<file path="config.mk">
export PLATFORM = sky130hd
export DESIGN_NAME = nv_ram_rws_param
export DESIGN_NICKNAME = d
export VERILOG_FILES = /design/src/rtl/nv_ram_rws_param.sv
export SDC_FILE = /design/constraint.sdc
export NUM_CORES = 1
export LEC_CHECK = 0
export BUFFER_PORTS_ARGS = -buffer_cell sky130_fd_sc_hd__buf_2
export CAP_MARGIN = 20
export CORE_MARGIN = 1.5
export CORE_UTILIZATION = 40
export CTS_CLUSTER_DIAMETER = 200
export DETAILED_ROUTE_END_ITERATION = 10
export HOLD_SLACK_MARGIN = 0.1
export MAX_ROUTING_LAYER = met4
export PLACE_DENSITY_LB_ADDON = 0.12
export SETUP_SLACK_MARGIN = 0.5
export SYNTH_ARGS = -nofsm -noshare
export SYNTH_HDL_FRONTEND = slang
export SYNTH_SLANG_ARGS = --single-unit
</file>
<file path="constraint.sdc">
create_clock -name clk -period 7.2 [get_ports clk]
set_input_delay 1.08 -clock clk [delete_from_list [all_inputs] [get_ports clk]]
set_output_delay 1.08 -clock clk [all_outputs]
set_load 0.02 [all_outputs]
</file>
<file path="src/rtl/nv_ram_rws_param.sv">
// rtl/nv_ram_rws_param.sv - parametrised 1W/1R register-file RAM with post-reset zero fill
// Write-first or read-first collision handling, optional output flop, read-valid strobe.
module nv_ram_rws_param #(
  parameter int DEPTH      = 256,
  parameter int AW         = 8,
  parameter int DW         = 4,
  parameter int BYPASS     = 1,
  parameter int OUT_REG    = 0,
  parameter int INIT_CLEAR = 1
) (
  input  logic          clk,
  input  logic          rst,
  input  logic [AW-1:0] ra,
  input  logic          re,
  output logic [DW-1:0] dout,
  output logic          dout_vld,
  input  logic [AW-1:0] wa,
  input  logic          we,
  input  logic [DW-1:0] di,
  output logic          init_done,
  input  logic [31:0]   pwrbus_ram_pd
);

  typedef enum logic [1:0] {CLEAR, READY_PEND, READY} state_t;

  localparam logic [AW:0]   DEPTH_W = (AW+1)'(DEPTH);
  localparam logic [AW-1:0] LAST    = AW'(DEPTH - 1);

  state_t        state, state_nxt;
  logic [AW-1:0] clr_cnt, clr_cnt_nxt;
  logic [DW-1:0] mem [0:DEPTH-1];
  logic [DW-1:0] rd_q, rd_data;
  logic          rd_vld;
  logic          ready, rd_acc, wr_acc;
  logic          unused_pwrbus;

  assign unused_pwrbus = ^pwrbus_ram_pd;
  assign ready         = (state == READY);
  assign init_done     = ready;
  assign rd_acc        = ready & re;
  assign wr_acc        = ready & we & ({1'b0, wa} < DEPTH_W);

  always_ff @(posedge clk or posedge rst) begin
    if (rst) begin
      state   <= (INIT_CLEAR != 0) ? CLEAR : READY_PEND;
      clr_cnt <= '0;
    end else begin
      state   <= state_nxt;
      clr_cnt <= clr_cnt_nxt;
    end
  end

  always_comb begin
    state_nxt   = state;
    clr_cnt_nxt = clr_cnt;
    case (state)
      CLEAR: begin
        clr_cnt_nxt = clr_cnt + AW'(1);
        if (clr_cnt == LAST) begin
          state_nxt   = READY;
          clr_cnt_nxt = '0;
        end
      end
      READY_PEND: state_nxt = READY;
      default: ;
    endcase
  end

  // clr_cnt never exceeds DEPTH-1 in CLEAR, so the fill index is always in range
  always_ff @(posedge clk) begin
    if (state == CLEAR) begin
      mem[clr_cnt] <= '0;
    end else if (wr_acc) begin
      mem[wa] <= di;
    end
  end

  always_comb begin
    rd_data = mem[ra];
    if ({1'b0, ra} >= DEPTH_W) begin
      rd_data = '0;
    end else if ((BYPASS != 0) && wr_acc && (wa == ra)) begin
      rd_data = di;
    end
  end

  always_ff @(posedge clk or posedge rst) begin
    if (rst) begin
      rd_q   <= '0;
      rd_vld <= 1'b0;
    end else begin
      rd_vld <= rd_acc;
      if (rd_acc) begin
        rd_q <= rd_data;
      end
    end
  end

  generate
    if (OUT_REG != 0) begin : g_out_reg
      logic [DW-1:0] dout_q;
      logic          vld_q;
      always_ff @(posedge clk or posedge rst) begin
        if (rst) begin
          dout_q <= '0;
          vld_q  <= 1'b0;
        end else begin
          dout_q <= rd_q;
          vld_q  <= rd_vld;
        end
      end
      assign dout     = dout_q;
      assign dout_vld = vld_q;
    end else begin : g_no_out_reg
      assign dout     = rd_q;
      assign dout_vld = rd_vld;
    end
  endgenerate

endmodule

</file>
==> impl_metrics.toml <==
[timing]
hold_viol_final = 0
period_share_pct = 63.7
finClkSkew_ns = 0.0158
slew_headroom_pct = 29.5
rsz0062_at_grt = "false"
setup_viol = 0
timing.fmax_mhz = 218
drv_slew = 0
final.setup.tns_ns = 0
worst_pin_slew_ns = 1.06
period_needed_ns = 4.59

[floorplan]
dieHeight_um = 325
die_w_um = 325
die_area_mm2 = 0.106
core-area_mm2 = 0.102
start_util_pct = 40.5
row_count = 117
ioPinCount = 62

[setup_path]
path_class = "in2reg"
cp_max_fo = 22
arrival_ns = 4.90
cp-start-kind = "input port"
critPathCaptureType = "flop"
crit_required_ns = 7.51

[drt]
drcViolationCount = 0
met3_length_um = 6650
via_count = 21100
met2WireLength_um = 51100
top_layer_used = "met4"
first_pass_iters = 6
drt_iter0_markers = 2341
routed_wl_um = 108000
avgRoutedWirePerCell_um = 29.3
wl_met1_um = 48200
via_per_inst = 5.70
ant_nets = 0

[final_layout]
drive_gt1_share_pct = 20.4
nets = 2297
post_layout_nonfiller_instances = 3697
syn_to_final_growth_pct = 12.0
n_fill_cell = 8665

[grt]
track_usage_pct = 21.2
grt_pass1_wl_um = 156000
grt_pass1_vias = 21400
grt_max_degree = 194
antenna_found_initial = 4
grt-ovfl-total = 0

[clock_network]
cts_tree = "done"
cts_resized = 0
postCtsSetupBuffers = 0
hold_buffers = 0
clk_path_buf_depth = 3
numCtsBuffers = 106
h-tree-depth = 3
path_clk_slew_ns = 0.06
cts.sinks = 1038
cts-root-buf = "clkbuf_16"
clkLatencyLatePin_ns = 0.67

[pwr]
cellPowerDensity_mw_per_mm2 = 262
p_leak_nw = 11.9
peakVddDrop_v = 0.000187
power_mw = 12.2

[synthesis]
ys_seq_area_share_pct = 75.0
ys_seq_elements = 1038
syn-instance-count = 2199
synthFlopType = "edfxtp_1"
async_flop_share_pct = 1.35
yosysUniqueCellTypes = 59
syn_avg_cell_area_um2 = 18.9
ys.warnings.count = 0
synth_edf_count = 1024
synth_nets = 2256
mappedNetlistArea_mm2 = 0.0415

[outcome]
status = "finished clean"

[place]
routabilityCongestion = 0.869
hpwl_um = 65800
place_inst = 3499
port_buffers = 29

[min_path]
hold_path_class = "in2async"

[job]
cap_violations = 0
[power by group]
group / leakage, nW / switching [mW] / internal (mW)
clock network: 1.64 / 2.25 / 3.07
logic: 3.04 / 0.211 / 0.107
registers: 7.25 / 0 / 6.53
total: 11.9 / 2.46 / 9.71
[worst max-delay path: stages]
cell     delay (ns)
buf_2          0.42
and2_1         0.38
mux2i_1        0.74
nor2b_1        0.64
nand3_2        0.93
nor2_1         0.67
[cells in the final DEF, fill, tap and decap left out, types with 4 or more instances in the layout]
cell / n
nand3_1: 39
nand3_2: 9
a22o_1: 6
nand2b_1: 8
nor2b_1: 6
nor2_1: 272
a21bo_2: 5
a21oi_1: 41
mux4_2: 222
nand2_1: 67
buf_2: 28
buf_12: 6
nor3_1: 11
mux2_2: 4
dfrtp_1: 14
o21ai_1: 4
and3_1: 8
mux2i_1: 101
nor4_1: 6
inv_1: 7
a21boi_0: 4
nand4_1: 15
xor2_1: 4
a221oi_1: 8
clkinv_2: 19
o21ai_0: 14
clkinv_1: 30
nand3b_1: 4
bufinv_16: 8
buf_4: 40
edfxtp_1: 1024
a22oi_1: 88
clkbuf_16: 109
and3_4: 4
and2_1: 4
a31oi_1: 10
clkbuf_1: 20
[per-layer routing]
layer  track usage (%)  up-vias
li1                  -     9013
met1              29.9    11200
met2              32.3      694
met3              3.38      132
met4              5.18        0
met5                 -        -
[synthesized netlist by cell type (13+ instances only)]
master | n | share of area, %
a22oi_1 | 88 | 1.6
o21ai_0 | 14 | 0.17
buf_2 | 26 | 0.31
nor2_1 | 274 | 2.5
nand2_1 | 67 | 0.61
buf_4 | 17 | 0.31
mux4_2 | 222 | 12
dfrtp_1 | 14 | 0.84
nand4_1 | 15 | 0.23
a21oi_1 | 41 | 0.49
mux2i_1 | 101 | 2.4
nand3_1 | 48 | 0.58
edfxtp_1 | 1024 | 74
buf_6 | 13 | 0.35
clkbuf_1 | 78 | 0.71
[path summary, 6_finish.rpt]
check,slack (ns),depth (start not counted),endpoint,startpoint
hold / removal,0.53,2,clr_cnt[2]$_DFFE_PP0N_,rst
setup reg to reg,3.21,5,mem[133][1]$_DFFE_PP_,state[1]$_DFFE_PP0P_
setup / recovery,2.61,6,mem[133][1]$_DFFE_PP_,we
min in group clk,0.53,1,clr_cnt[4]$_DFFE_PP0N_,clr_cnt[4]$_DFFE_PP0N_
hold reg to reg,0.53,1,clr_cnt[4]$_DFFE_PP0N_,clr_cnt[4]$_DFFE_PP0N_
max in group asynchronous,6.23,2,dout_vld$_DFF_PP0_,rst
[per-stage QoR]
| step | cell area (µm²) | util [%] | hold WS (ns) | setup slack [ns] |
|---|---|---|---|---|
| 6_report | 46500 | 45.4 | 0.528 | 2.61 |
| 5_1_grt | 46500 | 45.4 | 0.541 | 2.42 |
| 4_1_cts | 46500 | 45.4 | 0.521 | 2.72 |
| 3_5_place_dp | 43100 | 42.1 | 0.515 | 1.98 |
| 3_3_place_gp | 43100 | 42.1 | 0.520 | 2.08 |
| 2_1_floorplan | 41500 | - | 0.475 | 1.65 |
[area by class of cell]
| type | instances | area (µm²) | area share [%] |
|---|---|---|---|
| Multi-Input combinational cell | 1010 | 9690 | 20.8 |
| Tap cell | 1368 | 1710 | 3.68 |
| Clock buffer | 132 | 2840 | 6.12 |
| Antenna cell | 2 | 5.00 | 0.0108 |
| Clock inverter | 63 | 498 | 1.07 |
| Timing Repair Buffer | 76 | 591 | 1.27 |
| Inverter | 8 | 30.0 | 0.0646 |
| Sequential cell | 1038 | 31100 | 66.9 |
[registers in the layout, summed over array words and instances, names as in the netlist]
name,flops
clr_cnt,8
dout,4
dout_vld,1
mem,1024
state,1
[cells by family after synthesis]
group / count (synthesis) / share of synthesized area (%)
XOR/XNOR: 7 / 0.148
adder cells (fa/ha/maj): 1 / 0.0302
AND/OR/NAND/NOR: 470 / 4.90
AO/OA/AOI/OAI: 205 / 3.44
buffers and inverters: 151 / 1.93
multiplexers: 327 / 14.6
flip-flops: 1038 / 75.0
Note: power is estimated with default switching activity, not from simulation.
